File: config.mk
export PLATFORM = sky130hd
export DESIGN_NAME = led_scan_sequencer
export DESIGN_NICKNAME = d
export VERILOG_FILES = /design/src/rtl/led_scan_sequencer.sv
export SDC_FILE = /design/constraint.sdc
export NUM_CORES = 1
export LEC_CHECK = 0
export BUFFER_PORTS_ARGS = -buffer_cell sky130_fd_sc_hd__buf_4
export CAP_MARGIN = 20
export CORE_AREA = 2 2 80 82
export CTS_BUF_LIST = sky130_fd_sc_hd__clkbuf_16
export CTS_CLUSTER_DIAMETER = 120
export DETAILED_ROUTE_END_ITERATION = 8
export DIE_AREA = 0 0 82 84
export PLACE_DENSITY = 0.56
export SLEW_MARGIN = 5
export SYNTH_ARGS = -nofsm -noshare
export SYNTH_HDL_FRONTEND = slang
export SYNTH_SLANG_ARGS = --single-unit
File: constraint.sdc
create_clock -name in_clk -period 2.6 [get_ports in_clk]
set_input_delay 0.52 -clock in_clk [delete_from_list [all_inputs] [get_ports in_clk]]
set_output_delay 0.52 -clock in_clk [all_outputs]
set_load 0.05 [all_outputs]
File: src/rtl/led_scan_sequencer.sv
// led_scan_sequencer
//   Row/frame scheduler for the 3-byte-per-pixel LED receive datapath.
//   Each PWM pass: AL422 read reset, shift every row (display previous row
//   while the next one shifts), latch, blank, then step pwm_value.
//
// Ports
//   in_clk, in_nrst   clock, asynchronous active-low reset
//   enable            run request (level); a row in progress always completes
//   pwm_cntr_strobe   datapath phase-0 strobe (checked only)
//   alrst_strobe      datapath phase-1 strobe (checked only)
//   led_clk           datapath phase-2 strobe; the following cycle is phase 0
//   pwm_value         8-bit threshold to the datapath comparator
//   row_addr          panel row address (row currently displayed)
//   lat               panel latch, one-cycle pulse
//   oe_n              panel output enable, active-low
//   al_rrst_n         AL422 read reset, active-low
//   al_re_n           AL422 read enable, active-low
//   frame_start       one-cycle pulse on the first cycle of each read reset
//   proto_err         sticky flag, set when a strobe arrives out of phase
module led_scan_sequencer #(
  parameter int COLS         = 64,
  parameter int LEAD         = 2,
  parameter int ROWS         = 16,
  parameter int ROW_W        = 4,
  parameter int BLANK_CYCLES = 2,
  parameter int PWM_MAX      = 254
) (
  input  logic             in_clk,
  input  logic             in_nrst,
  input  logic             enable,
  input  logic             pwm_cntr_strobe,
  input  logic             alrst_strobe,
  input  logic             led_clk,
  output logic [7:0]       pwm_value,
  output logic [ROW_W-1:0] row_addr,
  output logic             lat,
  output logic             oe_n,
  output logic             al_rrst_n,
  output logic             al_re_n,
  output logic             frame_start,
  output logic             proto_err
);

  localparam int CNT_W = $clog2(COLS + LEAD + 1);

  typedef enum logic [2:0] {IDLE, RRST, ALIGN, SHIFT, LATCH, BLANK} state_t;

  state_t           state_q, state_d;
  logic [ROW_W-1:0] shift_row_q, shift_row_d;
  logic [CNT_W-1:0] col_cnt_q, col_cnt_d;
  logic [2:0]       blank_cnt_q, blank_cnt_d;
  logic             valid_q, valid_d;
  logic             first_q;
  logic             proto_q, proto_d;
  logic [7:0]       pwm_q, pwm_d;
  logic [ROW_W-1:0] row_q, row_d;

  logic blank_last;
  logic cols_done;

  assign blank_last = (blank_cnt_q == 3'(BLANK_CYCLES - 1));
  assign cols_done  = (col_cnt_q == CNT_W'(COLS + LEAD - 1));

  always_ff @(posedge in_clk or negedge in_nrst) begin
    if (!in_nrst) begin
      state_q     <= IDLE;
      shift_row_q <= '0;
      col_cnt_q   <= '0;
      blank_cnt_q <= '0;
      valid_q     <= 1'b0;
      first_q     <= 1'b0;
      proto_q     <= 1'b0;
      pwm_q       <= '0;
      row_q       <= '0;
    end else begin
      state_q     <= state_d;
      shift_row_q <= shift_row_d;
      col_cnt_q   <= col_cnt_d;
      blank_cnt_q <= blank_cnt_d;
      valid_q     <= valid_d;
      // High on the first cycle spent in any state.
      first_q     <= (state_d != state_q);
      proto_q     <= proto_d;
      pwm_q       <= pwm_d;
      row_q       <= row_d;
    end
  end

  always_comb begin
    state_d     = state_q;
    shift_row_d = shift_row_q;
    col_cnt_d   = col_cnt_q;
    blank_cnt_d = blank_cnt_q;
    valid_d     = valid_q;
    pwm_d       = pwm_q;
    row_d       = row_q;
    lat         = 1'b0;
    oe_n        = 1'b1;
    al_rrst_n   = 1'b1;
    al_re_n     = 1'b1;
    frame_start = 1'b0;

    proto_d = proto_q | (alrst_strobe & led_clk) |
              ((state_q == SHIFT) & first_q & ~pwm_cntr_strobe);

    unique case (state_q)
      IDLE: begin
        valid_d = 1'b0;
        if (enable && led_clk) state_d = RRST;
      end
      RRST: begin
        al_rrst_n   = 1'b0;
        frame_start = first_q;
        shift_row_d = '0;
        oe_n        = ~valid_q;
        if (led_clk) begin
          state_d   = SHIFT;
          col_cnt_d = '0;
        end
      end
      ALIGN: begin
        oe_n = ~valid_q;
        if (led_clk) begin
          state_d   = SHIFT;
          col_cnt_d = '0;
        end
      end
      SHIFT: begin
        oe_n    = ~valid_q;
        al_re_n = ~(col_cnt_q < CNT_W'(COLS));
        if (led_clk) begin
          col_cnt_d = col_cnt_q + 1'b1;
          if (cols_done) state_d = LATCH;
        end
      end
      LATCH: begin
        lat         = 1'b1;
        row_d       = shift_row_q;
        valid_d     = 1'b1;
        blank_cnt_d = '0;
        state_d     = BLANK;
      end
      BLANK: begin
        blank_cnt_d = blank_cnt_q + 3'd1;
        if (blank_last) begin
          if (!enable) begin
            state_d = IDLE;
          end else if (shift_row_q == ROW_W'(ROWS - 1)) begin
            shift_row_d = '0;
            pwm_d       = (pwm_q == 8'(PWM_MAX)) ? 8'd0 : pwm_q + 8'd1;
            state_d     = RRST;
          end else begin
            shift_row_d = shift_row_q + 1'b1;
            state_d     = ALIGN;
          end
        end
      end
      default: state_d = IDLE;
    endcase
  end

  assign pwm_value = pwm_q;
  assign row_addr  = row_q;
  assign proto_err = proto_q;

endmodule
==> results.cfg <==
[yosys]
yosysWarnings = 0
synth_edf_count = 0
synthAdderAreaFrac_pct = 4.86
yosysUniqueCellTypes = 49
synth_common_cells = 32 x dfrtp_1, 23 x nand2_1, 16 x o21ai_0
synthXorXnorAreaFrac_pct = 2.43
synthMuxAreaShare_pct = 3.13
async_flop_share_pct = 100
postSynthAreaPerCell_um2 = 9.68
synth_compound_area_share_pct = 15.5
netlist_top_cells_area = dfrtp_1 44%, ha_1 4.9%, nand2_1 4.8%, o21ai_0 4.4%, mux2_2 3.1%
synth_ff_type = dfrtp_1
ys_ff_latch = 32
synth_top_area_cell = dfrtp_1
synthesis.area_mm2 = 0.00180
synth_top_family_by_area = simple AND/OR/NAND/NOR gates
synth_top_area_share_pct = 44.5
mappedNetlistNets = 199
seq_area_frac_synth_pct = 44.5
synth_most_common_cell = dfrtp_1
syn_inst = 186
yosys.area_share.simple_pct = 26.8

[timing]
rsz0062_at_grt = false
fin_crit_ps = 2330
tns_ps = 0
relSlewSlack_pct = 69.8
hold_viol = 0
finalCritPeriodShare_pct = 89.6
fmax_mhz = 429
finalMaxSlewViolations = 0
setup_viol = 0
worst_pin_slew_ps = 453
skew_ps = 2.91
worst_slack_ps = 270

[cts]
htreeDepth = 2
path_clk_slew_ps = 50
postCtsSetupBuffers = 0
numCtsBuffers = 5
postCtsResizedCells = 0
tritoncts = built
cts_buffer_depth = 2
insertion_delay_ps = 270
cts_hold_buffers = 0
numClockSinks = 32
root_buffer = clkbuf_16

[worst_setup_path]
cpLargestDelayFamily = simple AND/OR/NAND/NOR gates
crit_fanout = 14
critPathSlowestCell = dfrtp_1
worstSetupPathType = register to primary output
slowest_delay_ps = 610
crit_arrival_ps = 1810
cp_num_buf_inv = 1
path_cells = nand2b_1, or2_2, nor2_1, buf_4
cp-start-kind = register
cp.required_ps = 2080
end_kind = primary output

[place]
port_buffers = 23
dp.cells = 282
place_hpwl_um = 2750
place_area_mm2 = 0.00205
preCtsSetupSlack_ps = 552
place_congestion = 0.740

[drt]
wl_per_cell_um = 13.2
dr.pass1.iters = 4
postRouteAntennaNets = 0
dr.first_iter.drc_count = 45
viasPerCell = 4.93
vias = 1425
drc_errors = 0
drt-total-wl_um = 3820

[worst_hold_path]
hp-class = primary input to asynchronous set/reset pin

[grt]
grt_max_degree = 33
grt.total_usage_pct = 12.7
antenna_found_initial = 0
grt_pass1_wl_um = 6660
grt_remaining_overflow = 0
first_global_vias = 1402

[pwr]
peakVddDrop_mv = 0.245
p_leak_nw = 1.00
p_per_area_mw_per_mm2 = 646

[floorplan]
coreArea_mm2 = 0.00610
initial_core_util_pct = 29.5
io_pins = 24
die_h_um = 84
dieArea_mm2 = 0.00689
die_w_um = 82
fp-row-count = 29

[final_layout]
area_growth_pct = 21.1
antenna_cells = 0
layout-drive-gt1-share_pct = 21.7
layout.cells.non_filler = 289
stdcell_area_mm2 = 0.00218
nNetsFinal = 225
final_core_util_pct = 35.8

[run]
max-cap-violations = 0

[outcome]
status = finished, final reports clean
-- metal layers --
layer / GRT usage, % / up-vias / part of all wire, %
met5: 0 / - / 0
met4: 5.76 / 0 / 1.1
met3: 3.79 / 2 / 4.5
met2: 19.1 / 26 / 46
met1: 16.5 / 681 / 49
li1: - / 716 / -
-- cell families (layout without fill, tap and decap cells) --
logic type      after synthesis  count (layout)
simple gates                 83              83
compound gates               43              43
flops                        32              32
buf+inv                      11              37
fa+ha+maj                     7               7
xor+xnor                      5               5
mux                           5               5
-- state kept, by name (all words and copies together), names as in the netlist --
name         count
row_addr         4
proto_err        1
state_q          3
col_cnt_q        7
first_q          1
blank_cnt_q      3
valid_q          1
pwm_value        8
shift_row_q      4
-- cells in the final DEF (no fill, tap or decap), types with 2 or more instances in the layout --
cell type	Yosys	layout
dfrtp_1	32	32
buf_4	2	24
nand2_1	23	23
o21ai_0	16	16
nor2_1	14	14
nand3_1	8	8
ha_1	7	7
inv_1	6	6
nand2b_1	5	5
a21o_1	5	5
mux2_2	5	5
clkbuf_16	0	5
a21oi_1	4	4
a22o_1	4	4
or2_2	3	3
o21ai_1	3	3
and3_1	3	3
nor3_1	3	3
xnor2_1	3	3
nand4b_1	2	2
nand3b_4	2	2
or3_1	2	2
o211ai_1	2	2
and4_1	2	2
nor2b_1	2	2
xor2_1	2	2
nor4_1	2	2
clkinv_1	0	2
-- final timing paths --
kind	start	end	slack, ps	depth (start not counted)
max in group asynchronous	in_nrst	col_cnt_q[2]	2110	1
worst max register to register	shift_row_q[0]	pwm_value[0]	800	4
worst min-delay path	in_nrst	pwm_value[7]	190	1
worst max-delay path	state_q[0]	frame_start	270	4
min in group in_clk	pwm_cntr_strobe	proto_err	430	2
worst min register to register	valid_q	valid_q	470	1
-- report_power, final --
group	leakage, nW	total (W)	internal, W	switching (W)
combinational	0.535	0.000228	0.0000932	0.000135
clock	0.0648	0.000534	0.000342	0.000193
sequential	0.402	0.000645	0.000555	0.0000902
-- cell type report --
type                       count  area, um^2
inverter                       6        22.5
timing repair buffer          24         180
tap                           77        96.3
clock inverter                 2        7.51
sequential                    32         801
clock buffer                   5         125
multi-input combinational    143         948
fill                         635        3920
-- through the flow --
stage	hold WS [ps]	power [W]
finish	192	0.00141
global route	223	0.00151
CTS	203	0.00143
detailed placement	469	0.000883
global placement	471	0.000885
floorplan	224	0.000812
(Power assumes the default switching activity.)
